===== src/rtl/arb_pkg.sv =====
// arb_pkg - shared definitions for the 8-way round-robin arbiter.
//   ARB_N_REQ   : number of requesters
//   ARB_IDX_W   : width of the encoded grant index
//   arb_state_t : arbiter FSM state encoding
package arb_pkg;

  localparam int ARB_N_REQ = 8;
  localparam int ARB_IDX_W = 3;

  typedef enum logic {
    ARB_IDLE = 1'b0,
    ARB_BUSY = 1'b1
  } arb_state_t;

endpackage


===== src/rtl/onehot_to_idx_8.sv =====
// onehot_to_idx_8 - combinational 8-bit one-hot to 3-bit binary encoder.
// Ports:
//   onehot : in  [7:0]  one-hot (or all-zero) vector
//   idx    : out [2:0]  index of the set bit; 0 for an all-zero input
module onehot_to_idx_8
  import arb_pkg::*;
(
  input  logic [ARB_N_REQ-1:0] onehot,
  output logic [ARB_IDX_W-1:0] idx
);

  // OR-reduction of the indices of the set bits; exact for a one-hot input.
  always_comb begin
    idx = '0;
    for (int i = 0; i < ARB_N_REQ; i++) begin
      if (onehot[i]) begin
        idx = idx | ARB_IDX_W'(i);
      end
    end
  end

endmodule


===== src/rtl/rr_arbiter_8.sv =====
// rr_arbiter_8 - round-robin arbiter sharing one resource among 8 requesters.
// The owner keeps the grant until it drops its request; on release the next
// winner is granted on the same edge, with the released owner last in line.
// Optional build macro: ARB_HOLD_TIMEOUT_EN - limits a tenure to MAX_HOLD
// cycles whenever another requester is pending.
// Ports:
//   clk      : in   clock, rising edge
//   reset    : in   asynchronous active-high reset
//   req      : in   [7:0] request levels
//   gnt      : out  [7:0] registered one-hot grant
//   gntIdx   : out  [2:0] index of the current/last owner
//   gntValid : out  OR of gnt
//
// state    | meaning
// ---------+--------------------------------------------------------------
// ARB_IDLE | no owner; any request is granted on the next edge
// ARB_BUSY | owner idx_q holds gnt until it releases (or times out)
module rr_arbiter_8
  import arb_pkg::*;
#(
  parameter int N_REQ    = ARB_N_REQ,
  parameter int IDX_W    = ARB_IDX_W,
  parameter int MAX_HOLD = 16
) (
  input  logic             clk,
  input  logic             reset,
  input  logic [N_REQ-1:0] req,
  output logic [N_REQ-1:0] gnt,
  output logic [IDX_W-1:0] gntIdx,
  output logic             gntValid
);

  if (N_REQ != ARB_N_REQ || IDX_W != ARB_IDX_W) begin : g_bad_size
    $error("rr_arbiter_8 is built for 8 requesters and a 3-bit index only");
  end
  if (MAX_HOLD < 2 || MAX_HOLD > 256) begin : g_bad_hold
    $error("rr_arbiter_8 MAX_HOLD must be within 2..256");
  end

  arb_state_t       state_q, state_d;
  logic [N_REQ-1:0] gnt_q, gnt_d;
  logic [IDX_W-1:0] idx_q, idx_d;
  logic [IDX_W-1:0] ptr_q, ptr_d;
  logic [IDX_W-1:0] enc_idx;
  logic [N_REQ-1:0] search_req;
  logic [IDX_W-1:0] search_ptr;
  logic [N_REQ-1:0] win_oh;
  logic             found;
  logic             release_own;
  logic             new_grant;

`ifdef ARB_HOLD_TIMEOUT_EN
  localparam int               HOLD_W    = $clog2(MAX_HOLD);
  localparam logic [HOLD_W-1:0] HOLD_LAST = HOLD_W'(MAX_HOLD - 1);

  logic [HOLD_W-1:0] hold_q, hold_d;
  logic              force_rel;

  assign force_rel   = (state_q == ARB_BUSY) && (hold_q == HOLD_LAST) &&
                       (|(req & ~gnt_q));
  assign release_own = (state_q == ARB_BUSY) && (!req[idx_q] || force_rel);

  // Restart on every new grant, count while the owner holds, saturate at
  // the last cycle so a lone owner keeps the grant indefinitely.
  always_comb begin
    hold_d = hold_q;
    if (state_d == ARB_IDLE || new_grant) begin
      hold_d = '0;
    end else if (hold_q != HOLD_LAST) begin
      hold_d = hold_q + HOLD_W'(1);
    end
  end

  always_ff @(posedge clk or posedge reset) begin
    if (reset) begin
      hold_q <= '0;
    end else begin
      hold_q <= hold_d;
    end
  end
`else
  assign release_own = (state_q == ARB_BUSY) && !req[idx_q];
`endif

  // On release the search starts just past the owner, and the owner is
  // masked out so a forced release can never re-grant it.
  always_comb begin
    if (state_q == ARB_IDLE) begin
      search_req = req;
      search_ptr = ptr_q;
    end else begin
      search_req = req & ~gnt_q;
      search_ptr = idx_q + IDX_W'(1);
    end
  end

  always_comb begin
    logic [IDX_W-1:0] pos;
    win_oh = '0;
    found  = 1'b0;
    for (int k = 0; k < N_REQ; k++) begin
      pos = search_ptr + IDX_W'(k);
      if (!found && search_req[pos]) begin
        win_oh[pos] = 1'b1;
        found       = 1'b1;
      end
    end
  end

  always_comb begin
    state_d = state_q;
    gnt_d   = gnt_q;
    ptr_d   = ptr_q;
    case (state_q)
      ARB_IDLE: begin
        if (|req) begin
          gnt_d   = win_oh;
          state_d = ARB_BUSY;
        end
      end
      ARB_BUSY: begin
        if (release_own) begin
          ptr_d   = search_ptr;
          gnt_d   = win_oh;
          state_d = found ? ARB_BUSY : ARB_IDLE;
        end
      end
      default: begin
        gnt_d   = '0;
        state_d = ARB_IDLE;
      end
    endcase
  end

  assign new_grant = (|gnt_d) && (gnt_d != gnt_q);

  onehot_to_idx_8 u_enc (
    .onehot (gnt_d),
    .idx    (enc_idx)
  );

  // The index keeps naming the last owner while idle.
  assign idx_d = (|gnt_d) ? enc_idx : idx_q;

  always_ff @(posedge clk or posedge reset) begin
    if (reset) begin
      state_q <= ARB_IDLE;
      gnt_q   <= '0;
      idx_q   <= '0;
      ptr_q   <= '0;
    end else begin
      state_q <= state_d;
      gnt_q   <= gnt_d;
      idx_q   <= idx_d;
      ptr_q   <= ptr_d;
    end
  end

  assign gnt      = gnt_q;
  assign gntIdx   = idx_q;
  assign gntValid = |gnt_q;

endmodule


===== config.mk =====
export PLATFORM = sky130hd
export DESIGN_NAME = rr_arbiter_8
export DESIGN_NICKNAME = d
export VERILOG_FILES = /design/src/rtl/arb_pkg.sv /design/src/rtl/onehot_to_idx_8.sv /design/src/rtl/rr_arbiter_8.sv
export SDC_FILE = /design/constraint.sdc
export NUM_CORES = 1
export LEC_CHECK = 0
export CAP_MARGIN = 5
export CORE_UTILIZATION = 62
export DETAILED_ROUTE_END_ITERATION = 7
export PLACE_DENSITY = 0.95
export SLEW_MARGIN = 5
export SYNTH_ARGS = -nofsm -noshare
export SYNTH_HDL_FRONTEND = slang
export SYNTH_SLANG_ARGS = --single-unit

===== constraint.sdc =====
create_clock -name clk -period 11 [get_ports clk]
set_input_delay 1.65 -clock clk [delete_from_list [all_inputs] [get_ports clk]]
set_output_delay 1.65 -clock clk [all_outputs]
set_load 0.03 [all_outputs]

# Word-level counts from Yosys, hierarchy flattened
# Index checks and enable logic that the tools add are counted.
# totals
out_inout_bits	12
memories	0
reg_bits	15
mem_bits_rw	0
elab_cells	133
input_bits	10
latch_bits	0
mem_bits_ro	0
# op_classes
multipliers	0
div	0
add_sub_neg	8
shifts	0
eq_ne	0
order_cmp	17
mux	66
bitwise	10
n_reduce_logical	28
# ops
cell	n
two-way mux 8 bit	11
bitwise OR 8 bit	7
less-than comparator 3 x 4 -> 1 bit, second input constant	9
two-way mux 1 bit	29
binary-select mux 1 bit (select 3 bit)	9
demux 1 bit (select 3 bit)	8
>= comparator 3 x 1 -> 1 bit, second input constant	8
OR reduction 8 bit	3
logical AND 1 bit	16
one-hot mux 8 bit (2 select lines)	1
two-way mux 3 bit	5
adder 3 bit, second input constant	4
AND 8 bit	1
logical NOT 1 bit	8
inverter 8 bit	1
adder 3 x 1 -> 3 bit, second input constant	2
adder 3 x 2 -> 3 bit, second input constant	2
two-way mux 2 bit	2
one-hot mux 1 bit (2 select lines)	1
AND reduction 2 bit	1
inverter 1 bit	1

# Longest topological paths before layout
# logic_depth
ltp_word	36
ltp_mapped	16
mapped_depth_nobuf	13

# Cells and area by module
# Synthesis repeated with hierarchy kept, for this count alone.
# hier_totals
cells_unflattened	322
hier_area_um2	2727.6
# modules_own_cells
mod	cells_per_inst	area_each_um2	n_inst	seq_area_each_um2
rr_arbiter_8	319	2705.1	1	375.4
onehot_to_idx_8	3	22.5	1	0.0

# Worst setup path before layout
# No wires, ideal clock.
# synth_timing
kind	in2reg
from	input req[0]
to	register idx_q[1] (netlist: gntIdx[1])
arrival_time_ns	4.296
cell_stages	11
path_buffers	1
t_required_ns	10.872
setup_ns	0.128
setup_slack_ns	6.576
path_cell_list	a21boi_0 nor3b_1 or4_1 clkbuf_1 o221ai_2 nand2_2 o211ai_1 o32a_1 nand4b_2 nor4_4 mux2_1
# synth_via
elab_cells_between_ends	69
cone_classes	mux: 43; bitwise: 8; reduce/logical: 18
# synth_lines
element	line	source
start, declared	rr_arbiter_8.sv:27	input logic [N_REQ-1:0] req,
AND 8 bit	rr_arbiter_8.sv:92	search_req = req & ~gnt_q;
two-way mux 8 bit	rr_arbiter_8.sv:88	if (state_q == ARB_IDLE) begin
binary-select mux 1 bit (select 3 bit)	rr_arbiter_8.sv:103	if (!found && search_req[pos]) begin
two-way mux 1 bit (not written as such)	rr_arbiter_8.sv:103	
two-way mux 1 bit	rr_arbiter_8.sv:103	
logical NOT 1 bit	rr_arbiter_8.sv:103	
logical AND 1 bit	rr_arbiter_8.sv:103	
two-way mux 1 bit	rr_arbiter_8.sv:103	
(+14 left out)	--	
two-way mux 1 bit	rr_arbiter_8.sv:103	
logical NOT 1 bit	rr_arbiter_8.sv:103	
logical AND 1 bit	rr_arbiter_8.sv:103	
two-way mux 8 bit	rr_arbiter_8.sv:103	
two-way mux 8 bit (on tied branches)	rr_arbiter_8.sv:122, rr_arbiter_8.sv:116	
one-hot mux 8 bit (2 select lines) *	rr_arbiter_8.sv:114	case (state_q)
net gnt_d[6]	rr_arbiter_8.sv:41	logic [N_REQ-1:0] gnt_q, gnt_d;
two-way mux 3 bit (2 in series)	onehot_to_idx_8.sv:16	if (onehot[i]) begin
end signal, assigned	rr_arbiter_8.sv:154	idx_q <= idx_d;
end, declared	rr_arbiter_8.sv:42	logic [IDX_W-1:0] idx_q, idx_d;
# The timed path passes the listed nets; every way through them passes the cells marked *. The select of a mux whose other input is x is not followed.
# A chain may end at the register's enable or synchronous reset.

# Worst setup path in the final report
# layout_timing
from	input req[1]
to	register idx_q[1] (netlist: gntIdx[1])
# layout_via
elab_chain_len	34
elab_cells_between_ends	69
cone_classes	mux: 43; bitwise: 8; reduce/logical: 18
# layout_lines
element	line
AND 8 bit	rr_arbiter_8.sv:92
two-way mux 8 bit	rr_arbiter_8.sv:88
binary-select mux 1 bit (select 3 bit)	rr_arbiter_8.sv:103
two-way mux 1 bit (not written as such)	rr_arbiter_8.sv:103
two-way mux 1 bit	rr_arbiter_8.sv:103
logical NOT 1 bit	rr_arbiter_8.sv:103
logical AND 1 bit	rr_arbiter_8.sv:103
two-way mux 1 bit	rr_arbiter_8.sv:103
(+14 left out)	--
two-way mux 1 bit	rr_arbiter_8.sv:103
logical NOT 1 bit	rr_arbiter_8.sv:103
logical AND 1 bit	rr_arbiter_8.sv:103
two-way mux 8 bit	rr_arbiter_8.sv:103
two-way mux 8 bit (on tied branches)	rr_arbiter_8.sv:122, rr_arbiter_8.sv:116
one-hot mux 8 bit (2 select lines) *	rr_arbiter_8.sv:114
two-way mux 2 bit (2 in series)	onehot_to_idx_8.sv:16
two-way mux 3 bit (4 in series)	onehot_to_idx_8.sv:16
# Mark *: on every way between the ends. The rest lies on a longest branch, timed or not. The select of a mux whose other input is x is not followed.

==> flow_summary.yaml <==
logic_synthesis:
  synth_edf_count: 0
  synth_seq_area_share_pct: 17.65
  syn_avg_cell_area_um2: 8.150
  synthFlopType: "dfrtp_1"
  netlist_area_um2: 2127
  async_reset_ff_share_pct: 100.0
  yosys.area.top_type: "dfrtp_1"
  syn_nets: 273
  yosys-top-cells-area: "dfrtp_1 (18%), mux2i_1 (8.9%), nand2_1 (5.5%)"
  syn_inst: 261
  yosys_warnings: 0
  yosys-top-cells-count: "nand2_1 (31), nor2_1 (23), mux2i_1 (19)"
  synth_cell_types: 65
  synth_seq_cells: 15
  yosysMostFrequentCell: "nand2_1"
  netlist.area_leader.share_pct: 17.65
floorplan:
  initial_utilization_pct: 67.46
  fp.dieW_um: 60.57
  dieArea_um2: 3669
  ioPinCount: 22
  rows: 20
  die_y_um: 60.57
  core_area_um2: 3153
clock_tree:
  cts.sinks: 15
  cts_setup_buffers: 0
  clkLatencyLatePin_ns: 0.30
  clockBufferDepth: 2
  cts_hold_buffers: 0
  cts_buffers: 3
  cts_resized: 0
  cts_root_buf: "clkbuf_4"
  cts_tree: "done"
  clk_pin_slew_ns: 0.09
  cts-htree-levels: 1
placement:
  placed_area_um2: 2333
  gp_congestion: 1.108
  dp_hpwl_um: 5412
  portBuffers: 21
cells_and_area:
  drive_above_1_share_pct: 13.50
  regArea_um2: 375.4
  final_util_pct: 74.88
  num-fill-cells: 244
  area_growth_syn_to_layout_pct: 11.00
  antennaDiodeCount: 0
  multi_input_area_um2: 1639
  fin_area_um2: 2361
  nets: 287
timing:
  setup_viol: 0
  fin_crit_sh_pct: 48.00
  rsz0062_at_grt: "false"
  tns_ns: 0
  relSlewSlack_pct: 15.79
  clock.fmax_mhz: 189.4
  tightest_slew_ns: 1.247
  slew_viol_final: 0
  finalClockSkew_ns: 0.01676
  hold_viol: 0
  holdWs_ns: 0.6323
  period_needed_ns: 5.280
hold_path:
  hp-start: "ptr_q[2]"
  hp-class: "reg2reg"
worst_setup_path:
  r2r_slack_ns: 6.12
  crit_fanout: 12
  crit_arrival_ns: 5.47
  required_ns: 11.19
  crit_path_start: "req[1]"
  critPathLaunchType: "input pin"
  timing.rr.start: "state_q"
  worstSetupPathType: "in2reg"
  cp-end-kind: "register"
global_routing:
  antenna_found_initial: 0
  grt_max_degree: 26
  grt_pass1_vias: 2233
  grt_pass1_wl_um: 11160
  gr-total-overflow: 0
  track_usage_pct: 41.79
route:
  num_vias: 2423
  vias_per_cell: 7.619
  wl_per_cell_um: 22.85
  drt_iter0_markers: 393
  drt_wl_total_um: 7265
  ant_nets: 0
  drc_errors: 0
  first_pass_iters: 5
run_status:
  run_status: "complete, no violations"
run:
  drv_cap: 0
layout by cell type, fill, tap and decap left out, drive strengths merged, types with 3 or more instances in the layout:
| cell type | count |
|---|---|
| clkbuf | 3 |
| nor2b | 3 |
| nor4 | 7 |
| or4 | 3 |
| a22oi | 5 |
| a21boi | 9 |
| mux2i | 25 |
| nand3 | 12 |
| o221ai | 7 |
| a32oi | 3 |
| nor2 | 25 |
| a21oi | 15 |
| mux2 | 6 |
| nor3 | 12 |
| mux4 | 3 |
| a211oi | 4 |
| dfrtp | 15 |
| a21o | 3 |
| o21ai | 6 |
| inv | 11 |
| nand2 | 32 |
| o32a | 3 |
| o22ai | 7 |
| clkdlybuf4s50 | 21 |
per-layer routing:
metal,wire [um],GRT usage [%],vias to the layer above
met4,282,19.81,0
met1,2913,56.72,1111
met2,3252,61.85,222
met5,0,0,-
met3,817,11.30,48
li1,-,-,1042
final cells by class:
| type | count | share of cell area (%) |
|---|---|---|
| Sequential cell | 15 | 15.90 |
| Tap cell | 44 | 2.332 |
| Timing Repair Buffer | 22 | 9.221 |
| Clock inverter | 1 | 0.2120 |
| Multi-Input combinational cell | 222 | 69.42 |
| Inverter | 11 | 1.961 |
| Clock buffer | 3 | 0.9539 |
cells by family after synthesis:
group	count (synthesis)	share of synthesized area (%)
AO/OA/AOI/OAI	76	27.12
AND/OR/NAND/NOR	107	26.53
XOR/XNOR	3	1.236
adder cells (fa/ha/maj)	2	1.176
buffers and inverters	24	5.294
multiplexers	34	21.00
flip-flops	15	17.65
through the flow:
step / setup WS [ns] / cells
floorplan: 6.576 / 261
global placement: 5.641 / 314
detailed placement: 5.596 / 314
CTS: 5.894 / 318
global route: 5.626 / 318
finish: 5.720 / 318
worst max-delay path, cell delays in order:
cell and delay (ns):
clkdlybuf4s50_1 0.51, a21boi_0 0.56, mux2i_1 0.15, mux2_2 0.41, mux2_4 0.32, and2_4 0.16
a31oi_1 0.21, o221ai_1 0.19, o32ai_2 0.37, nand4b_2 0.21, nor4_4 0.36, mux2_1 0.36
worst paths after layout:
kind / to / cells after the start
max: gntIdx[1] / 12
min: ptr_q[2] / 2
max reg2reg: gntIdx[1] / 13
min reg2reg: ptr_q[2] / 2
max in group asynchronous: gnt[4] / 2
min in group asynchronous: gnt[3] / 2
sequential cells by signal, indices dropped and copies added (netlist names):
register,flops
gnt,8
gntIdx,3
ptr_q,3
state_q,1
Power is left out: the tool's default activity adds up to more than one toggle a clock period on the data nets, which glitch-free logic cannot reach.
